### src/rtl/vrf_accesser_pkg.sv
// Shared types and sizing for the VRF accesser: bank/word address split and
// the round-robin index helper used by the per-bank arbiters.
package vrf_accesser_pkg;

  localparam int unsigned NrBank                  = 4;
  localparam int unsigned NrReadPorts             = 3;
  localparam int unsigned VRFSlicePerBankNumWords = 64;
  localparam int unsigned VRFWordWidth            = 64;

  localparam int unsigned BankSelWidth  = $clog2(NrBank);
  localparam int unsigned BankAddrWidth = $clog2(VRFSlicePerBankNumWords);
  localparam int unsigned PortIdxWidth  = (NrReadPorts > 1) ? $clog2(NrReadPorts) : 1;

  typedef logic [BankAddrWidth-1:0]              bank_addr_t;
  typedef logic [BankAddrWidth+BankSelWidth-1:0] vrf_addr_t;
  typedef logic [VRFWordWidth-1:0]               vrf_data_t;
  typedef logic [VRFWordWidth/8-1:0]             vrf_strb_t;
  typedef logic [BankSelWidth-1:0]               bank_sel_t;
  typedef logic [PortIdxWidth-1:0]               port_idx_t;

  function automatic bank_sel_t addr_bank(vrf_addr_t a);
    return a[BankSelWidth-1:0];
  endfunction

  function automatic bank_addr_t addr_word(vrf_addr_t a);
    return a[BankSelWidth +: BankAddrWidth];
  endfunction

  // (start + offset) mod NrReadPorts, valid for start, offset < NrReadPorts
  function automatic port_idx_t rr_port(port_idx_t start, int unsigned offset);
    int unsigned idx;
    idx = 32'(start) + offset;
    if (idx >= NrReadPorts) idx = idx - NrReadPorts;
    return port_idx_t'(idx);
  endfunction

endpackage

### src/rtl/vrf_accesser_if.sv
// Requester-side and bank-side signals of the VRF accesser. The accesser
// takes the slave view; the requesters plus bank array take the master view.
interface vrf_accesser_if;
  import vrf_accesser_pkg::*;

  logic [NrReadPorts-1:0]            rd_valid;
  logic [NrReadPorts-1:0]            rd_ready;
  vrf_addr_t [NrReadPorts-1:0]       rd_addr;
  logic [NrReadPorts-1:0]            rd_resp_valid;
  logic [NrReadPorts-1:0]            rd_resp_ready;
  vrf_data_t [NrReadPorts-1:0]       rd_resp_data;

  logic                              wr_valid;
  logic                              wr_ready;
  vrf_addr_t                         wr_addr;
  vrf_data_t                         wr_data;
  vrf_strb_t                         wr_strb;

  logic [NrBank-1:0]                 req;
  bank_addr_t [NrBank-1:0]           addr;
  logic [NrBank-1:0]                 wen;
  vrf_data_t [NrBank-1:0]            wdata;
  vrf_strb_t [NrBank-1:0]            wstrb;
  vrf_data_t [NrBank-1:0]            rdata;

  modport slave (
    input  rd_valid, rd_addr, rd_resp_ready, wr_valid, wr_addr, wr_data, wr_strb, rdata,
    output rd_ready, rd_resp_valid, rd_resp_data, wr_ready, req, addr, wen, wdata, wstrb
  );

  modport master (
    output rd_valid, rd_addr, rd_resp_ready, wr_valid, wr_addr, wr_data, wr_strb, rdata,
    input  rd_ready, rd_resp_valid, rd_resp_data, wr_ready, req, addr, wen, wdata, wstrb
  );

endinterface

### src/rtl/vrf_accesser_resp_fifo.sv
// Two-entry response FIFO with fall-through when empty, so bank data arriving
// in the cycle after the grant is visible to the consumer in that same cycle.
module vrf_accesser_resp_fifo import vrf_accesser_pkg::*; (
  input  logic      clk_i,
  input  logic      rst_i,
  input  logic      in_valid,
  input  vrf_data_t in_data,
  input  logic      out_ready,
  output logic      out_valid,
  output vrf_data_t out_data,
  output logic [1:0] occupancy
);

  vrf_data_t  mem [2];
  logic       rd_ptr, wr_ptr;
  logic [1:0] count;
  logic       empty, pop, store, take;

  assign empty     = (count == 2'd0);
  assign out_valid = !rst_i && (!empty || in_valid);
  assign out_data  = empty ? in_data : mem[rd_ptr];
  assign pop       = out_valid && out_ready;
  // an incoming word popped straight through never occupies an entry
  assign store     = in_valid && !(empty && pop);
  assign take      = pop && !empty;
  assign occupancy = count;

  always_ff @(posedge clk_i) begin
    if (rst_i) begin
      count  <= 2'd0;
      rd_ptr <= 1'b0;
      wr_ptr <= 1'b0;
    end else begin
      if (store) wr_ptr <= ~wr_ptr;
      if (take)  rd_ptr <= ~rd_ptr;
      count <= count + {1'b0, store} - {1'b0, take};
    end
  end

  always_ff @(posedge clk_i) begin
    if (store) mem[wr_ptr] <= in_data;
  end

endmodule

### src/rtl/vrf_accesser.sv
// Banked VRF initiator: the write owns its bank, reads share the rest
// round-robin per bank, and bank data returns through per-port response FIFOs.
module vrf_accesser import vrf_accesser_pkg::*; (
  input logic           clk_i,
  input logic           rst_i,
  vrf_accesser_if.slave bus
);

  logic [NrReadPorts-1:0]       inflight_q;
  bank_sel_t [NrReadPorts-1:0]  bank_q;
  port_idx_t [NrBank-1:0]       rr_ptr_q, rr_ptr_d;
  logic [NrReadPorts-1:0]       eligible, grant, pop, resp_valid;
  logic [NrReadPorts-1:0][1:0]  occupancy;
  vrf_data_t [NrReadPorts-1:0]  push_data, resp_data;
  port_idx_t                    cand;
  logic                         found;

  for (genvar p = 0; p < NrReadPorts; p++) begin : g_port
    assign push_data[p] = bus.rdata[bank_q[p]];
    assign pop[p]       = resp_valid[p] & bus.rd_resp_ready[p];
    // credit = 2 - occupancy - inflight + pop, eligible while credit > 0
    assign eligible[p]  = ({1'b0, occupancy[p]} + {2'b00, inflight_q[p]}) < (3'd2 + {2'b00, pop[p]});

    vrf_accesser_resp_fifo i_resp_fifo (
      .clk_i     (clk_i),
      .rst_i     (rst_i),
      .in_valid  (inflight_q[p]),
      .in_data   (push_data[p]),
      .out_ready (bus.rd_resp_ready[p]),
      .out_valid (resp_valid[p]),
      .out_data  (resp_data[p]),
      .occupancy (occupancy[p])
    );
  end

  assign bus.rd_resp_valid = resp_valid;
  assign bus.rd_resp_data  = resp_data;
  assign bus.rd_ready      = grant;

  always_comb begin
    bus.req      = '0;
    bus.wen      = '0;
    bus.addr     = '0;
    bus.wdata    = '0;
    bus.wstrb    = '0;
    bus.wr_ready = 1'b0;
    grant        = '0;
    rr_ptr_d     = rr_ptr_q;
    cand         = '0;
    found        = 1'b0;
    if (!rst_i) begin
      for (int b = 0; b < NrBank; b++) begin
        if (bus.wr_valid && addr_bank(bus.wr_addr) == bank_sel_t'(b)) begin
          bus.wr_ready = 1'b1;
          bus.req[b]   = 1'b1;
          bus.wen[b]   = 1'b1;
          bus.addr[b]  = addr_word(bus.wr_addr);
          bus.wdata[b] = bus.wr_data;
          bus.wstrb[b] = bus.wr_strb;
        end else begin
          found = 1'b0;
          for (int k = 0; k < NrReadPorts; k++) begin
            cand = rr_port(rr_ptr_q[b], k);
            if (!found && bus.rd_valid[cand] && eligible[cand] &&
                addr_bank(bus.rd_addr[cand]) == bank_sel_t'(b)) begin
              found       = 1'b1;
              grant[cand] = 1'b1;
              bus.req[b]  = 1'b1;
              bus.addr[b] = addr_word(bus.rd_addr[cand]);
              rr_ptr_d[b] = rr_port(cand, 1);
            end
          end
        end
      end
    end
  end

  always_ff @(posedge clk_i) begin
    if (rst_i) begin
      inflight_q <= '0;
      bank_q     <= '0;
      rr_ptr_q   <= '0;
    end else begin
      inflight_q <= grant;
      rr_ptr_q   <= rr_ptr_d;
      for (int p = 0; p < NrReadPorts; p++) begin
        if (grant[p]) bank_q[p] <= addr_bank(bus.rd_addr[p]);
      end
    end
  end

endmodule
### src/flat_wrapper.sv
// flat-port wrapper written by rule: the top's interface ports become plain ports
module vrf_accesser_flat import vrf_accesser_pkg::*;
  (clk_i, rst_i, bus_rd_valid, bus_rd_addr, bus_rd_resp_ready, bus_wr_valid, bus_wr_addr, bus_wr_data, bus_wr_strb, bus_rdata, bus_rd_ready, bus_rd_resp_valid, bus_rd_resp_data, bus_wr_ready, bus_req, bus_addr, bus_wen, bus_wdata, bus_wstrb);
  vrf_accesser_if bus_i ();
  input logic clk_i;
  input logic rst_i;
  input wire logic [$bits(bus_i.rd_valid)-1:0] bus_rd_valid;
  input wire logic [$bits(bus_i.rd_addr)-1:0] bus_rd_addr;
  input wire logic [$bits(bus_i.rd_resp_ready)-1:0] bus_rd_resp_ready;
  input wire logic [$bits(bus_i.wr_valid)-1:0] bus_wr_valid;
  input wire logic [$bits(bus_i.wr_addr)-1:0] bus_wr_addr;
  input wire logic [$bits(bus_i.wr_data)-1:0] bus_wr_data;
  input wire logic [$bits(bus_i.wr_strb)-1:0] bus_wr_strb;
  input wire logic [$bits(bus_i.rdata)-1:0] bus_rdata;
  output wire logic [$bits(bus_i.rd_ready)-1:0] bus_rd_ready;
  output wire logic [$bits(bus_i.rd_resp_valid)-1:0] bus_rd_resp_valid;
  output wire logic [$bits(bus_i.rd_resp_data)-1:0] bus_rd_resp_data;
  output wire logic [$bits(bus_i.wr_ready)-1:0] bus_wr_ready;
  output wire logic [$bits(bus_i.req)-1:0] bus_req;
  output wire logic [$bits(bus_i.addr)-1:0] bus_addr;
  output wire logic [$bits(bus_i.wen)-1:0] bus_wen;
  output wire logic [$bits(bus_i.wdata)-1:0] bus_wdata;
  output wire logic [$bits(bus_i.wstrb)-1:0] bus_wstrb;
  assign bus_i.rd_valid = bus_rd_valid;
  assign bus_i.rd_addr = bus_rd_addr;
  assign bus_i.rd_resp_ready = bus_rd_resp_ready;
  assign bus_i.wr_valid = bus_wr_valid;
  assign bus_i.wr_addr = bus_wr_addr;
  assign bus_i.wr_data = bus_wr_data;
  assign bus_i.wr_strb = bus_wr_strb;
  assign bus_i.rdata = bus_rdata;
  assign bus_rd_ready = bus_i.rd_ready;
  assign bus_rd_resp_valid = bus_i.rd_resp_valid;
  assign bus_rd_resp_data = bus_i.rd_resp_data;
  assign bus_wr_ready = bus_i.wr_ready;
  assign bus_req = bus_i.req;
  assign bus_addr = bus_i.addr;
  assign bus_wen = bus_i.wen;
  assign bus_wdata = bus_i.wdata;
  assign bus_wstrb = bus_i.wstrb;
  vrf_accesser u_core (.clk_i(clk_i), .rst_i(rst_i), .bus(bus_i));
endmodule
### config.mk
export PLATFORM = sky130hd
export DESIGN_NAME = vrf_accesser_flat
export DESIGN_NICKNAME = d
export VERILOG_FILES = /design/src/rtl/vrf_accesser_pkg.sv /design/src/rtl/vrf_accesser_if.sv /design/src/rtl/vrf_accesser_resp_fifo.sv /design/src/rtl/vrf_accesser.sv /design/src/flat_wrapper.sv
export SDC_FILE = /design/constraint.sdc
export NUM_CORES = 1
export LEC_CHECK = 0
export ABC_AREA = 1
export BUFFER_PORTS_ARGS = -buffer_cell sky130_fd_sc_hd__buf_2
export CORE_AREA = 10 10 338 340
export CTS_CLUSTER_DIAMETER = 40
export DETAILED_ROUTE_END_ITERATION = 16
export DIE_AREA = 0 0 348 350
export PLACE_DENSITY = 0.5
export SETUP_SLACK_MARGIN = 0.5
export SYNTH_ARGS = -nofsm -noshare
export SYNTH_HDL_FRONTEND = slang
export SYNTH_HIERARCHICAL = 1
export SYNTH_SLANG_ARGS = --single-unit
### constraint.sdc
create_clock -name clk_i -period 4.2 [get_ports clk_i]
set_input_delay 0.42 -clock clk_i [delete_from_list [all_inputs] [get_ports clk_i]]
set_output_delay 0.42 -clock clk_i [all_outputs]
set_load 0.03 [all_outputs]
After elaboration in Yosys (flattened, before gate mapping)

Memory sizes are Yosys's and may differ from the RTL's. A register that Yosys moved wholly into a read port is not among the register bits.
Cells that the tools add are included.

Memories kept: 3
Register bits: 29
Input port bits: 369
Memory bits (writable): 384
Output and inout port bits: 519
Logic and storage cells: 548

Memory list:

| name                             | depth | width | rd ports | clocked after memory_dff | write ports | line                         | RTL |
|---|---|---|---|---|---|---|---|
| u_core.g_port[0].i_resp_fifo.mem | 2     | 64    | 1        | 1                        | 1           | vrf_accesser_resp_fifo.sv:14 | `vrf_data_t mem [2];` |
| u_core.g_port[1].i_resp_fifo.mem | 2     | 64    | 1        | 1                        | 1           | vrf_accesser_resp_fifo.sv:14 |  |
| u_core.g_port[2].i_resp_fifo.mem | 2     | 64    | 1        | 1                        | 1           | vrf_accesser_resp_fifo.sv:14 |  |

Equality and inequality tests: 12
Bitwise operators: 24
Multiplexer cells: 286
Reduce and logical (&&, ||, !) cells: 96
Add/subtract/negate cells: 56
$lt $le $gt $ge: 54

Operator list:

| cell                | count |
|---|---|
| $mux 64             | 10 |
| $bmux 64 s2         | 3 |
| $mux 256            | 1 |
| $bmux 8 s2          | 12 |
| $mux 8              | 16 |
| $mux 2              | 60 |
| $mux 3              | 36 |
| $mux 6              | 16 |
| $mux 1              | 92 |
| $logic_and 1x1->1   | 63 |
| $ge 3x2->1 const B  | 20 |
| $add 2x1->3 const B | 16 |
| $bmux 1 s2          | 24 |
| $sub 2x2->2 const B | 24 |
| $lt 2x3->1 const B  | 15 |
| $or 3x3->3          | 11 |
| $mux 32             | 1 |
| $demux 1 s2         | 12 |
| $ge 2x1->1 const B  | 12 |
| $mux 24             | 1 |
| $eq 2x2->1 const B  | 8 |
| $logic_not 1->1     | 15 |
| $logic_not 2->1     | 7 |
| $add 2x2->3 const B | 4 |
| other kinds (13)    | 49 |

Longest topological paths before layout

Depth after elaboration: 64
Gate-level depth with buffers: 19
Depth with buffers taken out: 18

Cells and area by module

Netlist, hierarchy kept.

Modules (own cells, without submodules):

| module                                                     | cells each | instances | area each (um^2) | sequential area each (um^2) |
|---|---|---|---|---|
| vrf_accesser_resp_fifo at u_core.g_port[0].i_resp_fifo ... | 514        | 2         | 5,729.2          | 3,943.8 |
| vrf_accesser                                               | 2,323      | 1         | 11,154.4         | 340.3 |
| vrf_accesser_resp_fifo at u_core.g_port[1].i_resp_fifo     | 513        | 1         | 5,755.5          | 3,943.8 |

Worst setup path before layout

OpenSTA, ideal clock, no wires.

Kind: register to register
Start: register u_core.g_port[0].i_resp_fifo.count[1]
End: memory u_core/g_port[0].i_resp_fifo/mem[0][0] (netlist name), enable pin
Library setup time: 486 ps
Cell stages (with the launch flop): 6
Required time: 3,714 ps
Arrival: 3,433 ps
Path buffers: 1
Setup slack: 281 ps
Period minus slack after synthesis: 3,919 ps
Cell sequence: dfxtp_1 > nor2_4 > buf_6 > nand4_2 > nand2_1 > nor2_1

Cells in the longest elaborated chain, start to end: 10

RTL lines:

| what                             | line                         | RTL |
|---|---|---|
| start: declaration               | vrf_accesser_resp_fifo.sv:16 | `logic [1:0] count;` |
| start signal: assignment         | vrf_accesser_resp_fifo.sv:36 | `count <= count + {1'b0, store} - {1'b0, take};` |
| $logic_not 2->1 (*)              | vrf_accesser_resp_fifo.sv:19 | `assign empty = (count == 2'd0);` |
| $logic_not 1->1                  | vrf_accesser_resp_fifo.sv:20 | `assign out_valid = !rst_i && (!empty \|\| in_valid);` |
| $logic_or 1x1->1                 | vrf_accesser_resp_fifo.sv:20 |  |
| $logic_and 1x1->1                | vrf_accesser_resp_fifo.sv:20 |  |
| $logic_and 1x1->1                | vrf_accesser_resp_fifo.sv:22 | `assign pop = out_valid && out_ready;` |
| $logic_and 1x1->1 (*)            | vrf_accesser_resp_fifo.sv:24 | `assign store = in_valid && !(empty && pop);` |
| $logic_not 1->1 (*)              | vrf_accesser_resp_fifo.sv:24 |  |
| $logic_and 1x1->1 (*)            | vrf_accesser_resp_fifo.sv:24 |  |
| $mux 1 (*)                       | vrf_accesser_resp_fifo.sv:41 | `if (store) mem[wr_ptr] <= in_data;` |
| $mux 1 (not written as such) (*) | vrf_accesser_resp_fifo.sv:41 |  |
| end: declaration                 | vrf_accesser_resp_fifo.sv:14 |  |

Mark *: on every way between the ends. The rest lies on a longest branch, timed or not.

Worst setup path after layout

Start: register u_core/rr_ptr_q[7] (netlist name)
End: output bus_addr[23]

Cells in the longest elaborated chain, start to end: 25
Elaborated cells on any way between the ends: 59
Those cells by class: 5 x add/sub; 3 x order compare; 3 x eq/ne; 38 x mux; 10 x reduce/logical

RTL lines:

| what                                                   | line                                                       | RTL |
|---|---|---|
| start: declaration                                     | vrf_accesser.sv:11                                         | `port_idx_t [NrBank-1:0] rr_ptr_q, rr_ptr_d;` |
| start signal: assignment                               | vrf_accesser.sv:85                                         | `rr_ptr_q <= rr_ptr_d;` |
| $sub 2x2->2 or $ge 2x2->1 (tied branches)              | vrf_accesser_pkg.sv:33                                     | `if (idx >= NrReadPorts) idx = idx - NrReadPorts;` |
| $mux 2                                                 | vrf_accesser_pkg.sv:33                                     |  |
| $mux 2                                                 | vrf_accesser.sv:53                                         | `if (bus.wr_valid && addr_bank(bus.wr_addr) == bank_sel_t'(b)) begin` |
| $mux 2                                                 | vrf_accesser.sv:51                                         | `if (!rst_i) begin` |
| $bmux 8 s2 or $bmux 1 s2 (tied branches)               | vrf_accesser.sv:65, vrf_accesser.sv:69, vrf_accesser.sv:64 |  |
| $mux 8 (not written as such) or $mux 1 (tied branches) | vrf_accesser.sv:65, vrf_accesser.sv:64                     |  |
| $eq 2x2->1 or $logic_and 1x1->1 (tied branches)        | vrf_accesser.sv:65, vrf_accesser.sv:64                     |  |
| $logic_and 1x1->1                                      | vrf_accesser.sv:64                                         | `if (!found && bus.rd_valid[cand] && eligible[cand] &&` |
| [... 7 more ...]                                       | n/a                                                        |  |
| $mux 1                                                 | vrf_accesser.sv:64                                         |  |
| $mux 1                                                 | vrf_accesser.sv:53                                         |  |
| $mux 1                                                 | vrf_accesser.sv:51                                         |  |
| $logic_not 1->1                                        | vrf_accesser.sv:64                                         |  |
| $logic_and 1x1->1 (3 in series)                        | vrf_accesser.sv:64                                         |  |
| $mux 6 (*)                                             | vrf_accesser.sv:64                                         |  |
| $mux 6 (*)                                             | vrf_accesser.sv:53                                         |  |
| $mux 24 (*)                                            | vrf_accesser.sv:51                                         |  |
| end: declaration                                       | flat_wrapper.sv:20                                         | `output wire logic [$bits(bus_i.addr)-1:0] bus_addr;` |

Mark *: on every way between the ends. The rest lies on a longest branch, timed or not. The select of a mux whose other input is x is not followed.

==> qor.csv <==
stage,metric,value,unit
pwr,power_density,792,nW/um2
cells_and_area,area_delta_synth_final,31.2,%
critical_path,critical-path-slowest-cell,dfxtp_1,
logic_synthesis,yosys_warnings,6,
route,post_drt_via_cell_ratio,5.13,
sta,unrepaired_setup_endpoints_after_global_routing,true,
die,starting_utilization_of_the_core_area,0.263,
clock_network,clock_tree_from_tritoncts,yes,
sta,min_period_over_period,0.851,
sta,timing_max_transition_violations_final,0,
critical_path,crit_path_cell_trace,inv_1 -> ha_2 -> nor2_2 -> nand4_1 -> nand2_1 -> a21oi_4 -> inv_2 -> nor2_1 -> nand2_1 -> inv_2 -> a211oi_1 -> nor2_1 -> buf_2,
placed_design,routabilityCongestion,1.01,
logic_synthesis,ys.flop_type,edfxtp_1,
sta,finClkSkew,0.0368,ns
placed_design,dpl_worst_slack,0.805,ns
global_route,globalRouteTotalUtil,0.239,
logic_synthesis,synth_area_leader_cell,edfxtp_1,
route,drt_first_iter_violations,3351,
critical_path,timing.setup.critical_path_class,reg -> out,
global_route,largest_net_degree_at_the_start_of_global_routing,83,
route,routed_wire_length_per_instance,25.2,um
pwr,fin_total_pwr,29.5,mW
die,floorplan.io_pins,888,
sta,timing.fmax,280,MHz
critical_path,start_kind,flop,
sta,hold_viol,0,
die,fp.dieW,348,um
sta,finalSetupViolCount,0,
pwr,power.leakage,16.7,nW
global_route,global_route.overflow_total,0,
sta,worst_hold_slack,0.180,ns
logic_synthesis,syn_nets,4261,
logic_synthesis,synth_top_area_frac,0.406,
cells_and_area,final_util,0.345,
clock_network,cts.hold.buffers_added,0,
logic_synthesis,netlist_area,28400,um2
pwr,vdd_drop_max,0.000467,V
logic_synthesis,synth.avg_cell_area,7.34,um2
critical_path,worst_path_largest_cell_delay,0.42,ns
critical_path,worst-path-max-fanout,10,
job,drv.max_cap_violation_count,0,
sta,max_slew.worst_pin.slew,1.26,ns
die,chipHeight,350,um
logic_synthesis,seq_area_frac_synth,0.429,
critical_path,crit_arrival,3.16,ns
logic_synthesis,synthCells,3864,
placed_design,hpwl,115000,um
die,design.die.area,122000,um2
route,detailroute.via_count,31500,
critical_path,crit_buf_inv,4,
logic_synthesis,synth_enable_flop_cells,384,
clock_network,clk_transition_reported_paths,0.05,ns
logic_synthesis,synth.distinct_cells,46,
logic_synthesis,yosys_register_bits,416,
route,finalWirelength,155000,um
sta,fin_tns_setup,0,ns
critical_path,rrSetupSlack,1.39,ns
clock_network,cts_num_sinks,416,
sta,postLayoutSetupSlackWorst,0.624,ns
route,ant_nets,0,
sta,period_minus_slack,3.58,ns
critical_path,crit_family,simple AND/OR/NAND/NOR gates,
global_route,antenna_violations_before_repair,40,
logic_synthesis,async_flop_share,0,
cells_and_area,layout.nets,5029,
die,core_footprint,108000,um2
critical_path,worst_setup_ep_type,output pin,
die,row_count,121,
route,post-route-drc-count,0,
cells_and_area,num-fill-cells,11700,
clock_network,ctsRootBufferMaster,clkbuf_16,
cells_and_area,drive_above_1_share,0.280,
clock_network,clk_latency,0.63,ns
run_status,result_of_the_run,completed,
route,drt-pass1-iter-count,8,
clock_network,cts_htree_levels,3,
sta,slew_headroom,0.158,
logic_synthesis,synthTopCellsByArea,"edfxtp_1, o21ai_0, nor2_1",
clock_network,cts-root-to-sink-buffers,3,
critical_path,worstPathRequired,3.78,ns
global_route,first_pass_grt_wire_length,215000,um
clock_network,cts_buffers,79,
global_route,first_global_vias,29600,
placed_design,io_buffers,887,
min_path,hp-class,in -> reg,
## cells in the mapped netlist, types with 30 or more instances
cell type and number:
buf_2 39, inv_1 359, nand2_2 45, nand2_1 556, clkbuf_1 180, edfxtp_1 384
o21ai_0 836, o22ai_1 228, o21ai_2 30, a22oi_1 36, o21ai_1 36, nand3_1 55
dfxtp_1 32, nor2_1 799
## layout make-up
type | count | area [um2] | area share
Timing Repair Buffer | 970 | 5290 | 0.142
Clock buffer | 85 | 2030 | 0.0546
Inverter | 385 | 1510 | 0.0404
Clock inverter | 61 | 701 | 0.0188
Tap cell | 1414 | 1770 | 0.0475
Sequential cell | 416 | 12200 | 0.329
Multi-Input combinational cell | 2780 | 13600 | 0.367
Antenna cell | 20 | 50.0 | 0.00134
## sequential cells by signal (all words and copies together) (netlist names), named ones only
register and cells:
u_core/bank_q 6, u_core/g_port.i_resp_fifo/mem 384, u_core/g_port.i_resp_fifo/occupancy 6, u_core/g_port.i_resp_fifo/rd_ptr 3, u_core/g_port.i_resp_fifo/wr_ptr 3, u_core/inflight_q 3
u_core/rr_ptr_q 8
## logic make-up after synthesis
logic type | synth area share
xor gates and xnor gates | 0.000926
AOI/OAI and AO/OA | 0.241
DFF | 0.429
adders and majority gates | 0.0123
buffers and inverters | 0.101
and+or+nand+nor | 0.216
## cells in the final DEF (no fill, tap or decap), drive strengths merged, types with 6 or more instances in the layout
master      n
a211oi     16
a21oi      29
a22oi      36
buf       968
bufinv      9
clkbuf     87
clkinv     40
clkinvlp   14
dfxtp      32
diode      20
edfxtp    384
ha         28
inv       383
nand2     602
nand3      60
nand4      35
nor2      807
nor3        6
o211ai     13
o21ai     902
o21bai      7
o22ai     228
## metal layers
| metal | global-route usage | part of all wire |
|---|---|---|
| met4 | 0.139 | 0.058 |
| met5 | 0.000392 | 0.0014 |
| met2 | 0.404 | 0.48 |
| met3 | 0.0545 | 0.084 |
| met1 | 0.277 | 0.38 |
## worst reg2reg max path, stage by stage, from the launching register on
cell	delay, ns
dfxtp_2	0.35
nor2_4	0.12
buf_4	0.58
nand4_4	0.17
nand3_1	0.16
clkinv_2	0.53
buf_4	0.56
## stage by stage
| stage | instance area [um2] | std cells |
|---|---|---|
| floorplan | 28400 | 3864 |
| global placement | 33900 | 5949 |
| detailed placement | 33900 | 5949 |
| CTS | 36700 | 6097 |
| global route | 37200 | 6126 |
| finish | 37200 | 6131 |
## final timing paths
kind                                              from                                         to  cells after the start
min                                              rst_i  u_core/g_port[0].i_resp_fifo/occupancy[0]                      2
max                                 u_core/rr_ptr_q[7]                               bus_addr[23]                     13
max reg2reg  u_core/g_port[1].i_resp_fifo/occupancy[1]    u_core/g_port[1].i_resp_fifo/mem[1][42]                      6
min reg2reg                         u_core/rr_ptr_q[6]                         u_core/rr_ptr_q[6]                      2
## timing repair
action,CTS,global route
pin swaps,1,12
setup endpoints to repair,40,44
setup buffers,2,13
endpoints found under the hold margin,0,0
resized for setup,25,90
cloned,0,1
## power breakdown
part | total (mW) | internal [mW] | switching [mW]
clock | 6.43 | 4.11 | 2.32
combinational | 16.6 | 4.16 | 12.4
sequential | 6.47 | 6.05 | 0.414
No activity file was read; power rests on OpenSTA's default activity.
